$ cat src/rtl/imu_frame_if.sv
// Byte-stream input and assembled-sample output bundle for imu_frame_assembler.
// master = upstream sequencer/SPI side plus consumer, slave = the assembler.
interface imu_frame_if;
  logic               frame_start;
  logic               read_ready;
  logic [7:0]         read_data;
  logic signed [15:0] gyro_x;
  logic signed [15:0] gyro_y;
  logic signed [15:0] gyro_z;
  logic signed [15:0] accel_x;
  logic signed [15:0] accel_y;
  logic signed [15:0] accel_z;
  logic               sample_valid;
  logic               frame_error;
  logic [7:0]         error_count;

  modport master (
    output frame_start, read_ready, read_data,
    input  gyro_x, gyro_y, gyro_z, accel_x, accel_y, accel_z,
    input  sample_valid, frame_error, error_count
  );

  modport slave (
    input  frame_start, read_ready, read_data,
    output gyro_x, gyro_y, gyro_z, accel_x, accel_y, accel_z,
    output sample_valid, frame_error, error_count
  );
endinterface

$ cat src/rtl/imu_frame_assembler.sv
// Assembles a 12-byte little-endian gyro+accel burst into six signed samples.
// Define IMU_FRAME_TIMEOUT_EN to abandon frames after TIMEOUT_CYCLES idle clocks.
//
// state   | meaning
// --------+-------------------------------------------------------------
// IDLE    | no frame open; stray bytes are ignored
// COLLECT | frame open; bytes land in shadow[index] until byte 11
module imu_frame_assembler #(
  parameter int unsigned TIMEOUT_CYCLES = 4096
) (
  input  logic        clk,
  input  logic        reset,
  imu_frame_if.slave  bus
);

  typedef enum logic {IDLE, COLLECT} state_t;

  state_t     state;
  logic [3:0] index;
  logic [7:0] shadow [0:10];
`ifdef IMU_FRAME_TIMEOUT_EN
  logic [15:0] timer;
`endif

  always_ff @(posedge clk or negedge reset) begin
    if (!reset) begin
      state            <= IDLE;
      index            <= 4'd0;
      for (int i = 0; i < 11; i++) shadow[i] <= 8'h00;
      bus.gyro_x       <= '0;
      bus.gyro_y       <= '0;
      bus.gyro_z       <= '0;
      bus.accel_x      <= '0;
      bus.accel_y      <= '0;
      bus.accel_z      <= '0;
      bus.sample_valid <= 1'b0;
      bus.frame_error  <= 1'b0;
      bus.error_count  <= 8'd0;
`ifdef IMU_FRAME_TIMEOUT_EN
      timer            <= 16'd0;
`endif
    end else begin
      bus.sample_valid <= 1'b0;
      bus.frame_error  <= 1'b0;
      if (bus.frame_start) begin
        // A coincident byte belongs to the new frame; only a non-empty old frame counts as an error.
        if (state == COLLECT && index != 4'd0) begin
          bus.frame_error <= 1'b1;
          if (bus.error_count != 8'hFF) bus.error_count <= bus.error_count + 8'd1;
        end
        state <= COLLECT;
`ifdef IMU_FRAME_TIMEOUT_EN
        timer <= 16'd0;
`endif
        if (bus.read_ready) begin
          shadow[0] <= bus.read_data;
          index     <= 4'd1;
        end else begin
          index     <= 4'd0;
        end
      end else if (state == COLLECT) begin
        if (bus.read_ready) begin
`ifdef IMU_FRAME_TIMEOUT_EN
          timer <= 16'd0;
`endif
          if (index == 4'd11) begin
            bus.gyro_x       <= {shadow[1], shadow[0]};
            bus.gyro_y       <= {shadow[3], shadow[2]};
            bus.gyro_z       <= {shadow[5], shadow[4]};
            bus.accel_x      <= {shadow[7], shadow[6]};
            bus.accel_y      <= {shadow[9], shadow[8]};
            bus.accel_z      <= {bus.read_data, shadow[10]};
            bus.sample_valid <= 1'b1;
            state            <= IDLE;
            index            <= 4'd0;
          end else begin
            shadow[index] <= bus.read_data;
            index         <= index + 4'd1;
          end
        end
`ifdef IMU_FRAME_TIMEOUT_EN
        // Expiry lands on the TIMEOUT_CYCLES-th consecutive idle clock; a byte on that clock wins.
        else if (timer == 16'(TIMEOUT_CYCLES - 1)) begin
          bus.frame_error <= 1'b1;
          if (bus.error_count != 8'hFF) bus.error_count <= bus.error_count + 8'd1;
          state <= IDLE;
          index <= 4'd0;
          timer <= 16'd0;
        end else begin
          timer <= timer + 16'd1;
        end
`endif
      end
    end
  end

endmodule

$ cat src/flat_wrapper.sv
// flat-port wrapper written by rule: the top's interface ports become plain ports
module imu_frame_assembler_flat 
#(
  parameter int unsigned TIMEOUT_CYCLES = 4096
)
  (clk, reset, bus_frame_start, bus_read_ready, bus_read_data, bus_gyro_x, bus_gyro_y, bus_gyro_z, bus_accel_x, bus_accel_y, bus_accel_z, bus_sample_valid, bus_frame_error, bus_error_count);
  imu_frame_if bus_i ();
  input  logic clk;
  input  logic reset;
  input wire logic [$bits(bus_i.frame_start)-1:0] bus_frame_start;
  input wire logic [$bits(bus_i.read_ready)-1:0] bus_read_ready;
  input wire logic [$bits(bus_i.read_data)-1:0] bus_read_data;
  output wire logic [$bits(bus_i.gyro_x)-1:0] bus_gyro_x;
  output wire logic [$bits(bus_i.gyro_y)-1:0] bus_gyro_y;
  output wire logic [$bits(bus_i.gyro_z)-1:0] bus_gyro_z;
  output wire logic [$bits(bus_i.accel_x)-1:0] bus_accel_x;
  output wire logic [$bits(bus_i.accel_y)-1:0] bus_accel_y;
  output wire logic [$bits(bus_i.accel_z)-1:0] bus_accel_z;
  output wire logic [$bits(bus_i.sample_valid)-1:0] bus_sample_valid;
  output wire logic [$bits(bus_i.frame_error)-1:0] bus_frame_error;
  output wire logic [$bits(bus_i.error_count)-1:0] bus_error_count;
  assign bus_i.frame_start = bus_frame_start;
  assign bus_i.read_ready = bus_read_ready;
  assign bus_i.read_data = bus_read_data;
  assign bus_gyro_x = bus_i.gyro_x;
  assign bus_gyro_y = bus_i.gyro_y;
  assign bus_gyro_z = bus_i.gyro_z;
  assign bus_accel_x = bus_i.accel_x;
  assign bus_accel_y = bus_i.accel_y;
  assign bus_accel_z = bus_i.accel_z;
  assign bus_sample_valid = bus_i.sample_valid;
  assign bus_frame_error = bus_i.frame_error;
  assign bus_error_count = bus_i.error_count;
  imu_frame_assembler #(.TIMEOUT_CYCLES(TIMEOUT_CYCLES)) u_core (.clk(clk), .reset(reset), .bus(bus_i));
endmodule
$ cat config.mk
export PLATFORM = sky130hd
export DESIGN_NAME = imu_frame_assembler_flat
export DESIGN_NICKNAME = d
export VERILOG_FILES = /design/src/rtl/imu_frame_if.sv /design/src/rtl/imu_frame_assembler.sv /design/src/flat_wrapper.sv
export SDC_FILE = /design/constraint.sdc
export NUM_CORES = 1
export LEC_CHECK = 0
export CAP_MARGIN = 10
export CORE_UTILIZATION = 35
export DETAILED_ROUTE_END_ITERATION = 8
export HOLD_SLACK_MARGIN = 0.03
export PLACE_DENSITY_LB_ADDON = 0.1
export SETUP_SLACK_MARGIN = 0.02
export SLEW_MARGIN = 20
export SYNTH_ARGS = -nofsm -noshare
export SYNTH_HDL_FRONTEND = slang
export SYNTH_SLANG_ARGS = --single-unit
$ cat constraint.sdc
create_clock -name clk -period 1.97 [get_ports clk]
set_input_delay 0.2955 -clock clk [delete_from_list [all_inputs] [get_ports clk]]
set_output_delay 0.2955 -clock clk [all_outputs]
set_load 0.02 [all_outputs]
## After elaboration in Yosys (flattened, before gate mapping)

Cells that the tools add are included.

| storage, ports and cells | value |
|---|---|
| logic and storage cells | 65 |
| bits in writable memories | 0 |
| latch bits | 0 |
| bits of input ports | 12 |
| register bits | 199 |
| output and inout bits | 106 |
| memories kept | 0 |
| bits in read-only memories | 0 |

| operators by class | value |
|---|---|
| div/mod/pow operators | 0 |
| reductions and logical operators | 10 |
| bitwise logic cells | 3 |
| muxes and demuxes | 23 |
| shifts and indexed selects | 0 |
| multiply operators | 0 |
| magnitude comparators | 2 |
| equality and inequality tests | 3 |
| add/sub/neg operators | 2 |

Operators by type and width:

| cell | number |
|---|---|
| $mux 88 | 3 |
| $bwmux 88 | 1 |
| $demux 8 s4 | 1 |
| $mux 8 | 3 |
| $mux 4 | 4 |
| $mux 1 | 11 |
| $add 8x1->8 const B | 1 |
| $ne 8x8->1 const B | 1 |
| $reduce_and 4->1 | 2 |
| $reduce_and 3->1 | 2 |
| $ge 5x5->1 const B | 1 |
| $lt 5x1->1 const B | 1 |
| $not 4->5 | 1 |
| $add 4x1->4 const B | 1 |
| $eq 4x4->1 const B | 1 |
| $reduce_bool 2->1 | 2 |
| $reduce_bool 4->1 | 1 |
| $logic_and 1x1->1 | 2 |
| $ne 2x2->1 const B | 1 |
| $not 1->1 | 2 |
| $reduce_and 2->1 | 1 |

## Logic depth before layout (Yosys ltp)

Gate-level depths: netlist of the first run.

| logic depth | value |
|---|---|
| depth in word-level cells | 10 |
| gate-level depth with buffers | 7 |
| mapped depth without buffers | 6 |

## Worst setup path before layout of the first run

No wires, ideal clock.

| timing | value |
|---|---|
| path type | reg2reg |
| from | register u_core.index[0] |
| to | register u_core.shadow[80] (netlist bit) |
| stages on the path, launching flop included | 8 |
| period minus slack after synthesis | 1828 ps |
| setup time | 125 ps |
| setup slack | 142 ps |
| arrival time | 1703 ps |
| data required time | 1845 ps |
| cell sequence | dfrtp_1 -> inv_1 -> ha_1 -> nor3b_2 -> a21oi_1 -> nand2b_1 -> clkbuf_1 -> mux2_2 |

| between the ends | value |
|---|---|
| longest elaborated chain between the ends | 10 |

Ends and longest elaborated chain:

| element | line | source |
|---|---|---|
| from (decl) | imu_frame_assembler.sv:19 | `logic [3:0] index;` |
| from (signal assigned) | imu_frame_assembler.sv:78 | `index <= index + 4'd1;` |
| $not 4->5 (implied by the code) | imu_frame_assembler.sv:77 | `shadow[index] <= bus.read_data;` |
| $ge 5x5->1 (implied by the code) or $lt 5x1->1 (tied branches) | imu_frame_assembler.sv:77 |  |
| $logic_and 1x1->1 (implied by the code) | imu_frame_assembler.sv:77 |  |
| $mux 8 (implied by the code) | imu_frame_assembler.sv:77 |  |
| $demux 8 s4 | imu_frame_assembler.sv:77 |  |
| $bwmux 88 | imu_frame_assembler.sv:77 |  |
| $mux 88 | imu_frame_assembler.sv:66 | `if (index == 4'd11) begin` |
| $mux 88 | imu_frame_assembler.sv:62 | `if (bus.read_ready) begin` |
| $mux 88 | imu_frame_assembler.sv:61 | `end else if (state == COLLECT) begin` |
| $mux 8 | imu_frame_assembler.sv:45 | `if (bus.frame_start) begin` |
| to (signal, indexed assignment) | imu_frame_assembler.sv:77 |  |
| to (decl) | imu_frame_assembler.sv:20 | `logic [7:0] shadow [0:10];` |

Several ways; a longest one is shown, not always the timed one. The select of a mux whose other input is x is not followed.
A chain may end at the register's enable or synchronous reset.

## Final worst setup path of the first run

| timing | value |
|---|---|
| from | register u_core.index[1] |
| to | register u_core.bus.error_count[5] |

| between the ends | value |
|---|---|
| longest elaborated chain between the ends | 3 |

Ends and longest elaborated chain:

| element | line | source |
|---|---|---|
| $reduce_bool 4->1 | imu_frame_assembler.sv:47 | `if (state == COLLECT && index != 4'd0) begin` |
| $logic_and 1x1->1 | imu_frame_assembler.sv:47 |  |
| $reduce_and 3->1 (no line) | -- |  |
| to (signal assigned) | imu_frame_assembler.sv:49 | `if (bus.error_count != 8'hFF) bus.error_count <= bus.error_count + 8'd1;` |
| to (decl) | imu_frame_if.sv:26 | `output sample_valid, frame_error, error_count` |

Every way passes these cells.

==> qor.txt, run 1 <==
Status = completed
Gr usage total = 0.160
Layout cells sized above 1 = 0.367
CTS tree = done
Core Box Area = 21300 um^2
First-pass GRT wire length = 26800 um
Area grow syn2layout = 33.7%
Worst-path clk slew = 70 ps
Ys flop type = dfrtp_1
R2R setup slack = 140 ps
Detail Placement HPWL = 11500 um
Power per cell area = 860 nW/um^2
Longest Clk Path Bufs = 2
Vias = 4443
Sequential cell area = 4980 um^2
Synth Warn # = 0
Crit Path Max Fanout = 5
CP top delay family = simple AND/OR/NAND/NOR gates
Post-Route Skew = 11.4 ps
Slew at the pin closest to its max-slew limit = 563 ps
Hold slack final = 412 ps
WP data arrival = 2150 ps
Antenna violations before repair = 0
CP Buf/Inv Count = 2
Vias in the first global route = 4630
Sequential fraction of the synthesis area = 0.648
Iter 0 DRT Violations = 145
Minimum clock period = 1830 ps
Setup tns final = 0 ps
Syn nets = 505
DRT antenna net count = 0
DRC viols = 0
Vias per cell = 4.76
Top area cells in the synthesized netlist = dfrtp_1 65%, mux2_2 23%, mux2_1 4.3%
Tcrit/Tclk final = 0.928
Number of flops mapped to enable cells by yosys = 0
Ports = 118
Fill cell count = 1892
TritonCTS buffer count = 17
Total iterations of the first detailed-routing run = 4
Setup CP Type = flip-flop to flip-flop
Die ar. = 22500 um^2
Maximum number of pins on one net before global-route repair = 55
Port-buffer cells = 117
Endpoint class of the critical path = flip-flop
Num rows = 53
Unrepaired setup endpoints after global routing = no
Startpoint types = flip-flop
DRT Wirelength = 16500 um
Worst Hold Class = input pin to asynchronous set/reset pin
Avg Inst Size Synth = 15.7 um^2
Slowest stage delay, CP = 420 ps
CP cell instances = inv_1 > ha_1 > nor3b_4 > buf_4 > nor2_1 > nand4_1 > mux2_2
Synth area leader = dfrtp_1
Fmax = 547 MHz
Initial core utilization = 0.361
Place WS = -154 ps
Post-Syn Instances = 488
Area occupied by multi-input gates = 2570 um^2
Async set-reset flop share out of synthesis = 1.00
#FFs+latches synth = 199
GP Congestion = 0.814
Final Hold Viols = 0
Maxcap violations = 0
Die Y = 150 um
Clk root buf = clkbuf_16
Crit-path slowest cell = dfrtp_1
Netlist cell types = 31
Largest vdd supply drop = 0.000551 V
Final setup viols = 0
WP data required = 2290 ps
H-Tree Depth = 4
CTS sink cnt = 199
Die width = 150 um
Slew margin rel. = 0.623
Top cell type's share of synthesized area = 0.648
Mapped cell area = 7680 um^2
DR WL/cell = 17.7 um
Final setup margin = 141 ps
Max Slew Vio Count = 0
Overflow after GRT = 0
Nets = 663
Clk Latency, worst-skew pair = 430 ps
Inserted Diodes = 0
Leak = 4.92 nW
power by group:
| group | switching (mW) | leakage (nW) | total [mW] | internal [mW] |
|---|---|---|---|---|
| registers | 0.209 | 2.69 | 4.60 | 4.39 |
| clock network | 1.47 | 0.276 | 3.39 | 1.92 |
| logic | 0.390 | 1.95 | 0.840 | 0.450 |
registers in the layout, summed over array words and instances, names as in the netlist:
signal,count
u_core.bus.gyro_x,16
u_core.bus.gyro_z,16
u_core.bus.frame_error,1
u_core.bus.accel_x,16
u_core.index,4
u_core.bus.gyro_y,16
u_core.bus.sample_valid,1
u_core.bus.accel_z,16
u_core.shadow,88
u_core.state,1
u_core.bus.accel_y,16
u_core.bus.error_count,8
cell type report:
type	instances	share of cell area
multi-input cells	258	0.250
well taps	275	0.0335
clock inverters	10	0.0119
flip-flops and latches	199	0.485
inverters	4	0.00146
clock buffers	22	0.0442
repair buffers	166	0.174
synthesized netlist by cell type (2+ instances only):
cell type,number
dfrtp_1,199
mux2_2,159
mux2_1,29
nand2_1,14
buf_2,13
clkbuf_1,10
and3_1,6
nand3_1,6
nor2_1,6
ha_1,5
buf_4,4
inv_1,4
nand4_1,4
a21oi_1,3
nor2b_1,3
nor3_1,3
a31oi_1,2
nand3b_1,2
nor3b_2,2
o21ai_0,2
xnor2_1,2
cell families (layout without fill, tap and decap cells):
family | Yosys count | in the layout | share of synthesized area
mux | 189 | 189 | 0.277
compound gates | 10 | 10 | 0.00782
xor+xnor | 3 | 3 | 0.00342
fa+ha+maj | 5 | 5 | 0.00814
simple gates | 51 | 51 | 0.0363
flops | 199 | 199 | 0.648
buf+inv | 31 | 202 | 0.0192
worst paths after layout:
check	startpoint	endpoint	cells after the start
max	u_core.index[1]$_DFFE_PN0P_	u_core.bus.error_count[5]$_DFFE_PN0P_	7
min	reset	u_core.shadow[19]$_DFFE_PN0P_	2
max reg2reg	u_core.index[1]$_DFFE_PN0P_	u_core.bus.error_count[5]$_DFFE_PN0P_	7
min reg2reg	u_core.bus.accel_z[14]$_DFFE_PN0P_	u_core.bus.accel_z[14]$_DFFE_PN0P_	1
max in group asynchronous	reset	u_core.shadow[44]$_DFFE_PN0P_	3
min in group clk	u_core.bus.accel_z[14]$_DFFE_PN0P_	u_core.bus.accel_z[14]$_DFFE_PN0P_	1
routing by layer:
| metal | vias to the layer above | share of wire | GRT usage |
|---|---|---|---|
| met4 | 0 | 0.012 | 0.0515 |
| met1 | 2302 | 0.49 | 0.227 |
| li1 | 2032 | - | - |
| met5 | - | 0 | 0 |
| met3 | 16 | 0.036 | 0.0345 |
| met2 | 93 | 0.46 | 0.245 |
cells in the final DEF (no fill, tap or decap), drive strengths merged, types with 2 or more instances in the layout:
cell	Yosys	final
nor2b	3	3
nand3b	2	2
dfrtp	199	199
clkbuf	10	23
mux2	188	188
buf	17	48
nor2	6	6
nand4	4	4
clkinv	0	5
clkinvlp	0	2
ha	5	5
and3	6	6
xnor2	2	2
a21oi	3	3
bufinv	0	2
clkdlybuf4s50	0	116
a31oi	2	2
nand3	6	6
nor3b	2	2
nor3	3	3
o21ai	2	2
nand2	14	14
inv	4	5
through the flow:
stage / power (mW) / std cells / instance area [um^2] / util
floorplan: 5.07 / 488 / 7680 / -
global placement: 5.49 / 900 / 9670 / 0.454
global route: 9.26 / 934 / 10300 / 0.483
CTS: 8.95 / 933 / 10300 / 0.482
finish: 8.83 / 934 / 10300 / 0.483
detailed placement: 5.52 / 900 / 9670 / 0.454
worst register-to-register path, stage by stage, from the launching register on:
cell     delay, ps
dfrtp_1        420
inv_1          100
ha_1           220
nor3b_4        170
buf_4          140
nor2_1         240
nand4_1        150
mux2_2         280
repair_timing:
| action | in CTS | in global routing |
|---|---|---|
| resized for setup | 0 | 4 |
| setup buffers | 0 | 1 |
| hold buffers | 1 | 0 |
| endpoints found under the hold margin | 47 | 0 |
| endpoints found under the setup margin | 0 | 86 |
Power figures use the tool's default switching activity.
==> run 2: changes to the inputs <==
--- a/config.mk
+++ b/config.mk
@@ -5,7 +5,10 @@
 export SDC_FILE = /design/constraint.sdc
 export NUM_CORES = 1
 export LEC_CHECK = 0
+export ABC_AREA = 1
 export CAP_MARGIN = 10
+export CELL_PAD_IN_SITES_DETAIL_PLACEMENT = 0
+export CELL_PAD_IN_SITES_GLOBAL_PLACEMENT = 1
 export CORE_UTILIZATION = 35
 export DETAILED_ROUTE_END_ITERATION = 8
 export HOLD_SLACK_MARGIN = 0.03
==> run 2 against run 1 <==
First-iteration DRC count up 95%. Clock power up 5%. Via count up 28%. Largest cell class unchanged.
==> qor.txt, run 2 <==
Final setup viols = 0
CP cell instances = clkdlybuf4s50_1
Most frequent cell after synthesis = nand2_1
H-Tree Depth = 4
Tcrit/Tclk final = 0.947
Area grow syn2layout = 26.8%
Mapped cell area = 7820 um^2
Vias = 5704
Setup tns final = 0 ps
Biggest register = u_core.shadow
DR WL/cell = 14.8 um
Sequential fraction of the synthesis area = 0.637
First-pass GRT wire length = 30500 um
Endpoint class of the critical path = primary output
Final Hold Viols = 0
Core Box Area = 21900 um^2
CTS sink cnt = 199
Post-Route Skew = 10.9 ps
Overflow after GRT = 0
Die width = 151 um
Worst-path clk slew = 70 ps
Top post-synthesis cells by count = 411 x nand2_1, 199 x dfrtp_1, 58 x o21ai_1
CP Buf/Inv Count = 1
Hold slack final = 405 ps
Worst Hold Class = input pin to asynchronous set/reset pin
TritonCTS buffer count = 17
Die ar. = 22900 um^2
Max Slew Vio Count = 0
Ys flop type = dfrtp_1
Slew margin rel. = 0.556
Antenna violations before repair = 0
Maxcap violations = 0
Setup CP Type = flip-flop to primary output
Iter 0 DRT Violations = 283
Initial core utilization = 0.357
CP top delay family = buffers and inverters
Power per cell area = 900 nW/um^2
WP data arrival = 1570 ps
Startpoint types = flip-flop
Die Y = 151 um
Most frequent cells in the layout = 411 x nand2_1, 199 x dfrtp_1, 116 x clkdlybuf4s50_1
Synth area leader = dfrtp_1
Async set-reset flop share out of synthesis = 1.00
Vias in the first global route = 5684
CTS resizes = 0
Clk Latency, worst-skew pair = 430 ps
Slowest stage delay, CP = 660 ps
DRT Wirelength = 18400 um
Clk root buf = clkbuf_16
Leak = 5.02 nW
Synth Warn # = 0
Top cell type's share of synthesized area = 0.637
Commonest non-fill, non-tap cell in the layout = nand2_1
Top area cells in the synthesized netlist = dfrtp_1 64%, nand2_1 20%, o21ai_1 3.7%
Crit-path slowest cell = clkdlybuf4s50_1
Fmax = 536 MHz
Avg Inst Size Synth = 9.40 um^2
Minimum clock period = 1870 ps
Gr usage total = 0.176
Vias per cell = 4.60
Port-buffer cells = 117
Status = completed
WP data required = 1670 ps
Num rows = 54
Inserted Diodes = 0
Syn nets = 849
Detail Placement HPWL = 12100 um
Max reg flops = 88
Slew at the pin closest to its max-slew limit = 665 ps
Netlist cell types = 26
GP Congestion = 0.767
Layout cells sized above 1 = 0.0760
Largest vdd supply drop = 0.000570 V
Unrepaired setup endpoints after global routing = no
DRT antenna net count = 0
Total iterations of the first detailed-routing run = 4
Longest Clk Path Bufs = 2
Nets = 965
Crit Path Max Fanout = 7
Maximum number of pins on one net before global-route repair = 63
Post-Syn Instances = 832
CTS tree = done
Ports = 118
#FFs+latches synth = 199
DRC viols = 0
Number of flops mapped to enable cells by yosys = 0
==> run 2: cell families (layout without fill, tap and decap cells) <==
kind of cell	Yosys count	in the layout	share of synthesized area
fa+ha+maj	5	5	0.00800
simple gates	466	466	0.247
flops	199	199	0.637
xor+xnor	3	3	0.00336
compound gates	96	96	0.0618
buf+inv	63	191	0.0432
==> run 2: path summary, 6_finish.rpt <==
| check | startpoint | endpoint | slack, ps | cells after the start |
|---|---|---|---|---|
| min | reset | u_core.bus.accel_x[3]$_DFFE_PN0P_ | 400 | 2 |
| max reg2reg | u_core.index[0]$_DFFE_PN0P_ | u_core.bus.gyro_x[1]$_DFFE_PN0P_ | 300 | 8 |
| min in group clk | bus_read_data[4] | u_core.shadow[84]$_DFFE_PN0P_ | 460 | 3 |
| max | u_core.bus.error_count[2]$_DFFE_PN0P_ | bus_error_count[2] | 100 | 1 |
| max in group asynchronous | reset | u_core.shadow[55]$_DFFE_PN0P_ | 910 | 3 |
| min reg2reg | u_core.shadow[28]$_DFFE_PN0P_ | u_core.bus.accel_x[12]$_DFFE_PN0P_ | 470 | 2 |
==> run 2: what timing repair did <==
action,in CTS,in global routing
endpoints found under the hold margin,56,0
setup buffers,0,0
hold buffers,1,0
==> run 2: stage by stage <==
stage          setup slack, ps  cell area (um^2)  utilization  power, mW  std cells
6_report                   104              9920        0.453       8.93       1240
5_1_grt                   22.8              9920        0.453       9.38       1240
4_1_cts                   89.9              9920        0.453       9.05       1240
3_5_place_dp              59.4              9310        0.425       5.45       1208
3_3_place_gp               135              9310        0.425       5.42       1208
2_1_floorplan              505              7820            -       5.07        832
==> run 2: routing by layer <==
metal / vias to the layer above / GRT usage / share of wire
met5: - / 0 / 0
met4: 0 / 0.0570 / 0.015
met3: 15 / 0.0401 / 0.040
met2: 121 / 0.279 / 0.47
met1: 2727 / 0.239 / 0.47
li1: 2841 / - / -
==> run 2: layout make-up <==
class | instances | area (um^2)
fill | 2166 | 12000
sequential | 199 | 4980
multi-input combinational | 570 | 2510
timing repair buffer | 136 | 1380
clock buffer | 19 | 433
tap | 280 | 350
clock inverter | 12 | 166
inverter | 24 | 97.6
==> run 2: report_power, final <==
part,internal [mW],switching [mW]
clock,2.02,1.55
sequential,4.39,0.214
combinational,0.304,0.456
==> run 3: changes to the inputs <==
--- a/config.mk
+++ b/config.mk
@@ -6,6 +6,7 @@
 export NUM_CORES = 1
 export LEC_CHECK = 0
 export ABC_AREA = 1
+export ABC_CLOCK_PERIOD_IN_PS = 1970
 export CAP_MARGIN = 10
 export CELL_PAD_IN_SITES_DETAIL_PLACEMENT = 0
 export CELL_PAD_IN_SITES_GLOBAL_PLACEMENT = 1
@@ -13,7 +14,7 @@
 export DETAILED_ROUTE_END_ITERATION = 8
 export HOLD_SLACK_MARGIN = 0.03
 export PLACE_DENSITY_LB_ADDON = 0.1
-export SETUP_SLACK_MARGIN = 0.02
+export SETUP_SLACK_MARGIN = 0.1
 export SLEW_MARGIN = 20
 export SYNTH_ARGS = -nofsm -noshare
 export SYNTH_HDL_FRONTEND = slang
==> run 3 against run 2 <==
Clock power about the same. Wire length unchanged. Maximum frequency up 4.2%. Die area unchanged. Combinational power shrank 0.8%. Clock skew is the same. Sequential share of layout area about the same.
==> qor.txt, run 3 (same netlist as run 2, synthesis figures left out) <==
Fmax = 558 MHz
Post-CTS setup buffer count = 0
Most frequent cells in the layout = 411 x nand2_1, 199 x dfrtp_1, 115 x clkdlybuf4s50_1
Final setup viols = 0
Largest vdd supply drop = 0.000570 V
DR WL/cell = 14.8 um
Slowest stage delay, CP = 640 ps
Worst Hold Class = input pin to asynchronous set/reset pin
Max Slew Vio Count = 0
Fill cell count = 2167
Inserted Diodes = 0
WP data required = 1670 ps
Biggest register = u_core.shadow
Final Core Density = 0.453
DRC viols = 0
Power per cell area = 900 nW/um^2
Leak = 5.03 nW
DRT Wirelength = 18400 um
CP cell instances = clkdlybuf4s50_1
Area grow syn2layout = 26.8%
TritonCTS buffer count = 17
Detail Placement HPWL = 12100 um
DRT antenna net count = 0
Clk Latency, worst-skew pair = 430 ps
Setup tns final = 0 ps
Tcrit/Tclk final = 0.909
Vias = 5704
Crit-path slowest cell = clkdlybuf4s50_1
Maxcap violations = 0
Max reg flops = 88
Ports = 118
CTS tree = done
Longest Clk Path Bufs = 2
First-pass GRT wire length = 30500 um
Worst-path clk slew = 70 ps
Startpoint types = flip-flop
Endpoint class of the critical path = primary output
Overflow after GRT = 0
Num rows = 54
Area occupied by multi-input gates = 2510 um^2
Port-buffer cells = 117
Crit Path Max Fanout = 6
Clk root buf = clkbuf_16
CP top delay family = buffers and inverters
Iter 0 DRT Violations = 283
Slew margin rel. = 0.556
CTS sink cnt = 199
Maximum number of pins on one net before global-route repair = 63
Post-Route Skew = 10.9 ps
Setup CP Type = flip-flop to primary output
Core Box Area = 21900 um^2
Sequential cell area = 4980 um^2
Die Y = 151 um
Status = completed
Nets = 965
Gr usage total = 0.176
Final Hold Viols = 0
Vias in the first global route = 5684
Antenna violations before repair = 0
Layout cells sized above 1 = 0.0760
GP Congestion = 0.767
WP data arrival = 1500 ps
Unrepaired setup endpoints after global routing = no
Vias per cell = 4.60
Commonest non-fill, non-tap cell in the layout = nand2_1
Die width = 151 um
Minimum clock period = 1790 ps
CP Buf/Inv Count = 1
Slew at the pin closest to its max-slew limit = 665 ps
H-Tree Depth = 4
Total iterations of the first detailed-routing run = 4
Die ar. = 22900 um^2
Initial core utilization = 0.357
## run 3: changes by cell type in the layout (fill, tap and decap cells not counted)
cell	before	now
clkdlybuf4s50_1	116	115
dlygate4sd2_1	0	1
## run 3: layout make-up
type                    count  area share
well taps                 280      0.0353
repair buffers            136       0.139
clock buffers              19      0.0437
multi-input cells         570       0.253
clock inverters            12      0.0168
flip-flops and latches    199       0.502
inverters                  24     0.00984
## run 3: path summary, 6_finish.rpt
kind / start / to / slack, ps / cells after the start
min: reset / u_core.bus.accel_x[3]$_DFFE_PN0P_ / 400 / 2
min reg2reg: u_core.shadow[28]$_DFFE_PN0P_ / u_core.bus.accel_x[12]$_DFFE_PN0P_ / 470 / 2
max: u_core.bus.error_count[5]$_DFFE_PN0P_ / bus_error_count[5] / 180 / 1
min in group clk: bus_read_data[4] / u_core.shadow[84]$_DFFE_PN0P_ / 460 / 3
max in group asynchronous: reset / u_core.shadow[55]$_DFFE_PN0P_ / 910 / 3
max reg2reg: u_core.index[0]$_DFFE_PN0P_ / u_core.bus.gyro_x[1]$_DFFE_PN0P_ / 300 / 8
## run 3: power breakdown
| group | total, mW | switching, mW | internal [mW] |
|---|---|---|---|
| clock network | 3.57 | 1.55 | 2.02 |
| logic | 0.754 | 0.456 | 0.298 |
| registers | 4.60 | 0.214 | 4.39 |
| total | 8.92 | 2.22 | 6.70 |
## run 3: per-layer routing
layer  track usage  up-vias  share of wire
met5             0        -              0
met4        0.0570        0          0.015
met3        0.0401       15          0.040
met2         0.279      121           0.47
met1         0.239     2727           0.47
li1              -     2841              -
## run 3: through the flow
stage | power, mW | instance area [um^2] | setup slack [ps] | hold WS, ps | cells
after global placement | 5.42 | 9310 | 135 | 328 | 1208
after detailed placement | 5.45 | 9310 | 59.4 | 327 | 1208
after global routing | 9.37 | 9910 | 102 | 452 | 1240
after CTS | 9.04 | 9910 | 155 | 438 | 1240
after floorplan | 5.07 | 7820 | 505 | -0.0911 | 832
final | 8.92 | 9910 | 179 | 405 | 1240
## run 3: what timing repair did
| item | CTS | global route |
|---|---|---|
| hold buffers | 1 | 0 |
| gates resized for setup | 1 | 0 |
| endpoints found under the setup margin | 1 | 0 |
| endpoints found under the hold margin | 56 | 0 |
